## src/rtl/shift_rx_pkg.sv

```systemverilog
// Shared types and sizing helpers for the three-wire serial receiver.
package shift_rx_pkg;

  typedef enum logic {
    IDLE  = 1'b0,
    SHIFT = 1'b1
  } state_e;

  localparam int DEFAULT_N           = 8;
  localparam int DEFAULT_SYNC_STAGES = 2;

  // Bit counter must hold 0..N+1 so that an overlong frame is distinguishable from N.
  function automatic int cntWidth(input int n);
    return $clog2(n + 2);
  endfunction

endpackage

```

## src/rtl/shift_rx_sync_edge.sv

```systemverilog
// Multi-flop synchroniser for one asynchronous pin, with a rising-edge event output.
module sync_edge #(
  parameter int SYNC_STAGES = 2
) (
  input  logic CLK,
  input  logic RSTN,
  input  logic d,
  output logic q,
  output logic rise
);

  logic [SYNC_STAGES-1:0] stages_q;
  logic                   prev_q;

  always_ff @(posedge CLK) begin
    if (!RSTN) begin
      stages_q <= '0;
      prev_q   <= 1'b0;
    end else begin
      stages_q <= {stages_q[SYNC_STAGES-2:0], d};
      prev_q   <= stages_q[SYNC_STAGES-1];
    end
  end

  assign q    = stages_q[SYNC_STAGES-1];
  assign rise = q & ~prev_q;

endmodule

```

## src/rtl/shift_rx.sv

```systemverilog
// 74HC595-style serial-in/parallel-out receiver: synchronises SCK/SDI/SLATCH and
// assembles N-bit words, flagging wrong bit counts and aborting stalled frames.
module shift_rx
  import shift_rx_pkg::*;
#(
  parameter int N           = DEFAULT_N,
  parameter int SYNC_STAGES = DEFAULT_SYNC_STAGES,
  parameter int TIMEOUT     = 65536
) (
  input  logic         CLK,
  input  logic         RSTN,
  input  logic         SCK,
  input  logic         SDI,
  input  logic         SLATCH,
  output logic [N-1:0] DATA,
  output logic         VALID,
  output logic         FRAME_ERR,
  output logic         ABORT,
  output logic         BUSY
);

  localparam int CW = cntWidth(N);
  localparam int TW = (TIMEOUT > 1) ? $clog2(TIMEOUT) : 1;

  logic sckRise, sckLevelUnused;
  logic sdiS, sdiRiseUnused;
  logic latchRise, latchLevelUnused;

  state_e         state_q, state_d;
  logic [N-1:0]   shreg_q, shreg_d;
  logic [CW-1:0]  cnt_q, cnt_d, cntShift;
  logic [TW-1:0]  tcnt_q, tcnt_d;
  logic [N-1:0]   data_q, data_d;
  logic           valid_q, valid_d;
  logic           frameErr_q, frameErr_d;
  logic           abort_q, abort_d;
  logic           busy_q, busy_d;
  logic           timeoutHit;

  sync_edge #(.SYNC_STAGES(SYNC_STAGES)) uSyncSck (
    .CLK(CLK), .RSTN(RSTN), .d(SCK), .q(sckLevelUnused), .rise(sckRise)
  );

  // SDI shares SCK's stage depth so the sampled bit lines up with the SCK rise event.
  sync_edge #(.SYNC_STAGES(SYNC_STAGES)) uSyncSdi (
    .CLK(CLK), .RSTN(RSTN), .d(SDI), .q(sdiS), .rise(sdiRiseUnused)
  );

  sync_edge #(.SYNC_STAGES(SYNC_STAGES)) uSyncLatch (
    .CLK(CLK), .RSTN(RSTN), .d(SLATCH), .q(latchLevelUnused), .rise(latchRise)
  );

  assign timeoutHit = (state_q == SHIFT) && !sckRise && (tcnt_q == TW'(TIMEOUT - 1));

  always_ff @(posedge CLK) begin
    if (!RSTN) begin
      state_q <= IDLE;
    end else begin
      state_q <= state_d;
    end
  end

  always_comb begin
    state_d = state_q;
    if (latchRise || timeoutHit) begin
      state_d = IDLE;
    end else if (sckRise) begin
      state_d = SHIFT;
    end
  end

  // A shift in the same cycle as a latch is applied first, so the latch sees it.
  always_comb begin
    shreg_d    = sckRise ? {shreg_q[N-2:0], sdiS} : shreg_q;
    cntShift   = (sckRise && (cnt_q != CW'(N + 1))) ? cnt_q + 1'b1 : cnt_q;
    cnt_d      = cntShift;
    tcnt_d     = ((state_q == SHIFT) && !sckRise) ? tcnt_q + 1'b1 : '0;
    data_d     = data_q;
    frameErr_d = frameErr_q;
    valid_d    = 1'b0;
    abort_d    = 1'b0;
    if (latchRise) begin
      data_d     = shreg_d;
      valid_d    = 1'b1;
      frameErr_d = (cntShift != CW'(N));
      cnt_d      = '0;
      tcnt_d     = '0;
    end else if (timeoutHit) begin
      abort_d = 1'b1;
      cnt_d   = '0;
      tcnt_d  = '0;
    end
    busy_d = (state_d == SHIFT);
  end

  always_ff @(posedge CLK) begin
    if (!RSTN) begin
      shreg_q    <= '0;
      cnt_q      <= '0;
      tcnt_q     <= '0;
      data_q     <= '0;
      valid_q    <= 1'b0;
      frameErr_q <= 1'b0;
      abort_q    <= 1'b0;
      busy_q     <= 1'b0;
    end else begin
      shreg_q    <= shreg_d;
      cnt_q      <= cnt_d;
      tcnt_q     <= tcnt_d;
      data_q     <= data_d;
      valid_q    <= valid_d;
      frameErr_q <= frameErr_d;
      abort_q    <= abort_d;
      busy_q     <= busy_d;
    end
  end

  assign DATA      = data_q;
  assign VALID     = valid_q;
  assign FRAME_ERR = frameErr_q;
  assign ABORT     = abort_q;
  assign BUSY      = busy_q;

endmodule

```

## config.mk

```make
export PLATFORM = sky130hd
export DESIGN_NAME = shift_rx
export DESIGN_NICKNAME = d
export VERILOG_FILES = /design/src/rtl/shift_rx_pkg.sv /design/src/rtl/shift_rx_sync_edge.sv /design/src/rtl/shift_rx.sv
export SDC_FILE = /design/constraint.sdc
export NUM_CORES = 1
export LEC_CHECK = 0
export BUFFER_PORTS_ARGS = -buffer_cell sky130_fd_sc_hd__buf_2
export CORE_MARGIN = 1.5
export CORE_UTILIZATION = 43
export CTS_BUF_LIST = sky130_fd_sc_hd__clkbuf_4 sky130_fd_sc_hd__clkbuf_8 sky130_fd_sc_hd__clkbuf_16
export DETAILED_ROUTE_END_ITERATION = 7
export GPL_ROUTABILITY_DRIVEN = 0
export PLACE_DENSITY = 0.71
export SLEW_MARGIN = 20
export SYNTH_ARGS = -nofsm -noshare
export SYNTH_HDL_FRONTEND = slang
export SYNTH_HIERARCHICAL = 1
export SYNTH_SLANG_ARGS = --single-unit
```

## constraint.sdc

```tcl
create_clock -name CLK -period 2.2 [get_ports CLK]
set_clock_uncertainty 0.05 [all_clocks]
set_input_delay 0.22 -clock CLK [delete_from_list [all_inputs] [get_ports CLK]]
set_output_delay 0.22 -clock CLK [all_outputs]
set_load 0.01 [all_outputs]
```

==> flow_summary.json, run 1 <==
{
  "worst_setup_path_start_kind": "register",
  "design.core.area_sq_um": 4120,
  "path_cells": "nand3_2, or4_4, or3_1, a21oi_1",
  "port_buffers": 16,
  "critPathArrivalTime_ns": 1.88,
  "die_w_microns": 69.2,
  "synthCells": 190,
  "antenna_left": 0,
  "die_y_microns": 69.2,
  "critPathBufInv": 0,
  "grt_pass1_vias": 1124,
  "clock-root-buffer": "clkbuf_8",
  "worstMarginPinSlew_ns": 0.358,
  "cap_viol_max_count": 0,
  "grt_pass1_wl_mm": 4.88,
  "first_iter_violations": 95,
  "fin_setup_tns_ns": 0,
  "first_pass_iters": 4,
  "power_w": 0.00149,
  "synth_nets": 198,
  "cp_data_required_time_ns": 2.38,
  "worstSkewPairLatency_ns": 0.29,
  "cts_hold_buf": 0,
  "gr-usage-all-layers_pct": 12.8,
  "min_period_ns": 1.70,
  "crit_family": "simple AND/OR/NAND/NOR gates",
  "worstSetupEndpointType": "register",
  "max_stage_delay_ns": 0.56,
  "n_fill_cell": 390,
  "path_clk_slew_ns": 0.08,
  "dieArea_sq_um": 4780,
  "slew_headroom_pct": 75.9,
  "grt_max_degree": 27,
  "wl_mm": 2.80,
  "ir_drop_mv": 0.501,
  "yosysWarningCount": 6,
  "cts.sinks": 48,
  "overflow": 0,
  "initial_utilization_pct": 45.7,
  "cts_resized": 0,
  "ios": 17,
  "drc": 0,
  "layout_commonest_cell": "dfxtp_1",
  "crit_type": "register to register",
  "p_leak_nw": 0.848,
  "avgSynthCellArea_sq_um": 9.90,
  "setup_violations": 0,
  "worst_path_max_delay_cell": "or4_4",
  "final_nets": 220,
  "antennaDiodeCount": 0,
  "outcome": "finished clean",
  "post_cts_buffers": 0,
  "std_cell_rows": 23,
  "layout_setup_ws_ns": 0.499,
  "synthesis.area_sq_um": 1880,
  "rsz0062_at_grt": "no",
  "cts-buffers-inserted": 5,
  "r2r_setup_slack_ns": 0.50,
  "htree_levels": 2,
  "areaGrowthSynthToFinish_pct": 13.2,
  "min_path_type": "input pin to register",
  "place_ws_ns": 0.518,
  "fin_crit_sh_pct": 77.3,
  "finalMaxSlewViolations": 0,
  "final_cell_mix": "dfxtp_1, nor2_1, buf_2",
  "cp_max_fo": 5,
  "hold_viol": 0,
  "hold_ws_ns": 0.0725,
  "cts_tree": "done",
  "drive_above_1_share_pct": 16.0,
  "antenna_found_initial": 0,
  "wl_per_cell_microns": 10.6,
  "final_util_pct": 51.7,
  "via_count": 1309,
  "p_per_area_nw_per_um2": 699,
  "clock_path_buffers": 2,
  "hpwlAfterDp_mm": 1.97,
  "vias_per_cell": 4.98,
  "fmax_ghz": 0.588
}
==> metal layers <==
metal	share of wire [%]	track usage, %	vias to the layer above
met4	2.4	6.54	0
met3	4.1	4.39	7
met1	51	17.7	593
li1	-	-	689
met5	0	0	-
met2	42	17.4	20
==> final timing paths <==
kind,start,endpoint,cells after the start
hold reg to reg,uSyncSck/stages_q[0],uSyncSck/stages_q[1],1
setup / recovery,tcnt_q[7],tcnt_q[15],4
hold / removal,SDI,uSyncSdi/stages_q[0],2
setup reg to reg,tcnt_q[7],tcnt_q[15],4
==> metrics by stage <==
stage | std cells | cell area [sq um]
final | 263 | 2130
after global routing | 263 | 2130
after CTS | 263 | 2130
after detailed placement | 255 | 2040
after global placement | 255 | 2040
after floorplan | 190 | 1880
==> where the power goes <==
part,switching (W),leakage (nW),internal (W)
sequential,0.00000877,0.389,0.000885
combinational,0.0000355,0.408,0.0000329
clock,0.000274,0.0510,0.000251
total,0.000319,0.848,0.00117
==> cell type report <==
type / count / area [sq um] / area share (%)
Multi-Input combinational cell: 129 / 870 / 40.8
Clock inverter: 2 / 10.0 / 0.470
Clock buffer: 6 / 82.6 / 3.88
Tap cell: 50 / 62.6 / 2.94
Timing Repair Buffer: 21 / 118 / 5.52
Sequential cell: 48 / 961 / 45.1
Inverter: 7 / 26.3 / 1.23
==> worst reg2reg max path: stages, from the launching register on <==
cell	delay [ns]
dfxtp_1	0.43
nand3_2	0.13
or4_4	0.56
or3_1	0.33
a21oi_1	0.14
==> registers in the layout, summed over array words and instances (netlist names) <==
name / cells
uSyncSck/stages_q: 2
BUSY: 1
shreg_q: 8
tcnt_q: 16
uSyncLatch/stages_q: 2
uSyncSdi/stages_q: 2
cnt_q: 4
ABORT: 1
uSyncLatch/prev_q: 1
FRAME_ERR: 1
DATA: 8
uSyncSck/prev_q: 1
VALID: 1
Note: power is estimated with default switching activity, not from simulation.
==> run 2: changes to the inputs <==
--- a/config.mk
+++ b/config.mk
@@ -11,7 +11,7 @@
 export CTS_BUF_LIST = sky130_fd_sc_hd__clkbuf_4 sky130_fd_sc_hd__clkbuf_8 sky130_fd_sc_hd__clkbuf_16
 export DETAILED_ROUTE_END_ITERATION = 7
 export GPL_ROUTABILITY_DRIVEN = 0
-export PLACE_DENSITY = 0.71
+export PLACE_DENSITY = 0.73
 export SLEW_MARGIN = 20
 export SYNTH_ARGS = -nofsm -noshare
 export SYNTH_HDL_FRONTEND = slang
==> constraint.sdc (replaced) <==
create_clock -name CLK -period 1.4 [get_ports CLK]
set_clock_uncertainty 0.05 [all_clocks]
set_input_delay 0.14 -clock CLK [delete_from_list [all_inputs] [get_ports CLK]]
set_output_delay 0.14 -clock CLK [all_outputs]
set_load 0.01 [all_outputs]
==> flow_summary.json, run 2 (synthesized netlist as in run 1, its figures left out) <==
{
  "std_cell_rows": 23,
  "clock_path_buffers": 2,
  "p_per_area_nw_per_um2": 985,
  "fmax_ghz": 0.643,
  "min_period_ns": 1.56,
  "path_clk_slew_ns": 0.09,
  "reg2reg_depth": 6,
  "cts_tree": "done",
  "rsz0062_at_grt": "yes",
  "worst_setup_path_start_kind": "register",
  "drc": 0,
  "min_path_type": "input pin to register",
  "hold_viol": 0,
  "hold_ws_ns": 0.130,
  "worstMarginPinSlew_ns": 0.384,
  "crit_type": "register to register",
  "worstSkewPairLatency_ns": 0.30,
  "fin_setup_tns_ns": -2.69,
  "cap_viol_max_count": 0,
  "grt_pass1_wl_mm": 5.50,
  "ir_drop_mv": 0.617,
  "layout_commonest_cell": "dfxtp_1",
  "finalMaxSlewViolations": 0,
  "areaGrowthSynthToFinish_pct": 33.4,
  "gr-usage-all-layers_pct": 14.4,
  "worstSetupEndpointType": "register",
  "hpwlAfterDp_mm": 2.24,
  "n_fill_cell": 357,
  "multi_input_area_sq_um": 963,
  "regArea_sq_um": 988,
  "r2r_setup_slack_ns": -0.16,
  "cp_data_required_time_ns": 1.59,
  "hold_path_depth": 3,
  "antenna_left": 0,
  "dieArea_sq_um": 4780,
  "largest_register": "tcnt_q",
  "grt_pass1_vias": 1292,
  "cts-buffers-inserted": 5,
  "htree_levels": 2,
  "vias_per_cell": 4.84,
  "cts.sinks": 48,
  "violations": "negative setup slack",
  "slew_headroom_pct": 74.2,
  "grt_max_degree": 27,
  "final_util_pct": 61.0,
  "wl_mm": 3.32,
  "timing.rr.start": "uSyncSck/stages_q[1]",
  "design.core.area_sq_um": 4120,
  "hp-start": "RSTN",
  "first_pass_iters": 4,
  "die_y_microns": 69.2,
  "layout_setup_ws_ns": -0.156,
  "antennaDiodeCount": 0,
  "drive_above_1_share_pct": 37.9,
  "p_leak_nw": 1.03,
  "via_count": 1417,
  "largest_reg_flops": 16,
  "outcome": "complete, but fails checks",
  "final_nets": 250,
  "ios": 17,
  "r2r_end": "tcnt_q[0]",
  "first_iter_violations": 64,
  "hold_path_end": "ABORT",
  "final_cell_mix": "dfxtp_1, buf_4, buf_2",
  "overflow": 0,
  "die_w_microns": 69.2,
  "critPathArrivalTime_ns": 1.75,
  "initial_utilization_pct": 45.7,
  "wl_per_cell_microns": 11.3,
  "antenna_found_initial": 0,
  "fin_crit_sh_pct": 111,
  "setup_violations": 22,
  "port_buffers": 16,
  "cp_max_fo": 8,
  "clock-root-buffer": "clkbuf_8"
}
[run 2: cell count changes in the layout (fill, tap and decap cells not counted), moves of 2 or more]
cell / change
buf_4: +25
dlygate4sd3_1: +3
nor2_2: +4
dfxtp_2: +13
nor2_4: +5
buf_6: +2
clkinv_4: +2
dfxtp_4: +3
nand3_4: +2
dfxtp_1: -16
clkinv_2: -2
nor2_1: -9
[run 2: worst max path at each step]
stage | start | endpoint
finish | uSyncSck/stages_q[1] | tcnt_q[0]
global route | uSyncSck/stages_q[1] | tcnt_q[15]
CTS | tcnt_q[9] | tcnt_q[15]
detailed placement | tcnt_q[11] | tcnt_q[15]
global placement | uSyncSck/stages_q[1] | tcnt_q[15]
floorplan | tcnt_q[9] | tcnt_q[15]
[run 2: metrics by stage]
| step | instances | power (W) | area, sq um | worst slack [ns] |
|---|---|---|---|---|
| after global placement | 280 | 0.00155 | 2280 | -0.108 |
| after CTS | 292 | 0.00250 | 2450 | -0.122 |
| after detailed placement | 280 | 0.00155 | 2280 | -0.122 |
| final | 293 | 0.00247 | 2510 | -0.156 |
| after floorplan | 190 | 0.00150 | 1940 | -0.117 |
| after global routing | 293 | 0.00257 | 2510 | -0.237 |
[run 2: area by class of cell]
type | count | area share, %
Inverter | 7 | 1.05
Sequential cell | 48 | 39.4
Multi-Input combinational cell | 129 | 38.4
Clock inverter | 2 | 0.698
Tap cell | 50 | 2.49
Clock buffer | 6 | 3.74
Timing Repair Buffer | 51 | 14.3
[run 2: metal layers]
layer  global-route usage [%]  wire [microns]
met1                     19.0            1600
met2                     20.6            1520
met3                     5.41             139
met4                     7.41              63
met5                        0               0
[run 2: critical path, cell delays in order, from the launching register on]
cell and delay, ns:
dfxtp_2 0.34, nor2b_4 0.15, and4b_1 0.22, and3_4 0.16
a211o_1 0.32, buf_6 0.16, nor2_1 0.08
[run 2: where the power goes]
part           internal, W  total (W)  switching (W)
Clock             0.000466   0.000944       0.000478
Sequential         0.00139    0.00140      0.0000118
Combinational    0.0000647   0.000129      0.0000645
Total              0.00192    0.00247       0.000554
[run 2: what timing repair did]
action | 4_1_cts | 5_1_grt
hold endpoints to repair | 3 | 0
pin swaps | 10 | 8
buffers inserted | 1 | 3
gates resized for setup | 9 | 16
hold buffers | 3 | 0
setup endpoints to repair | 22 | 30
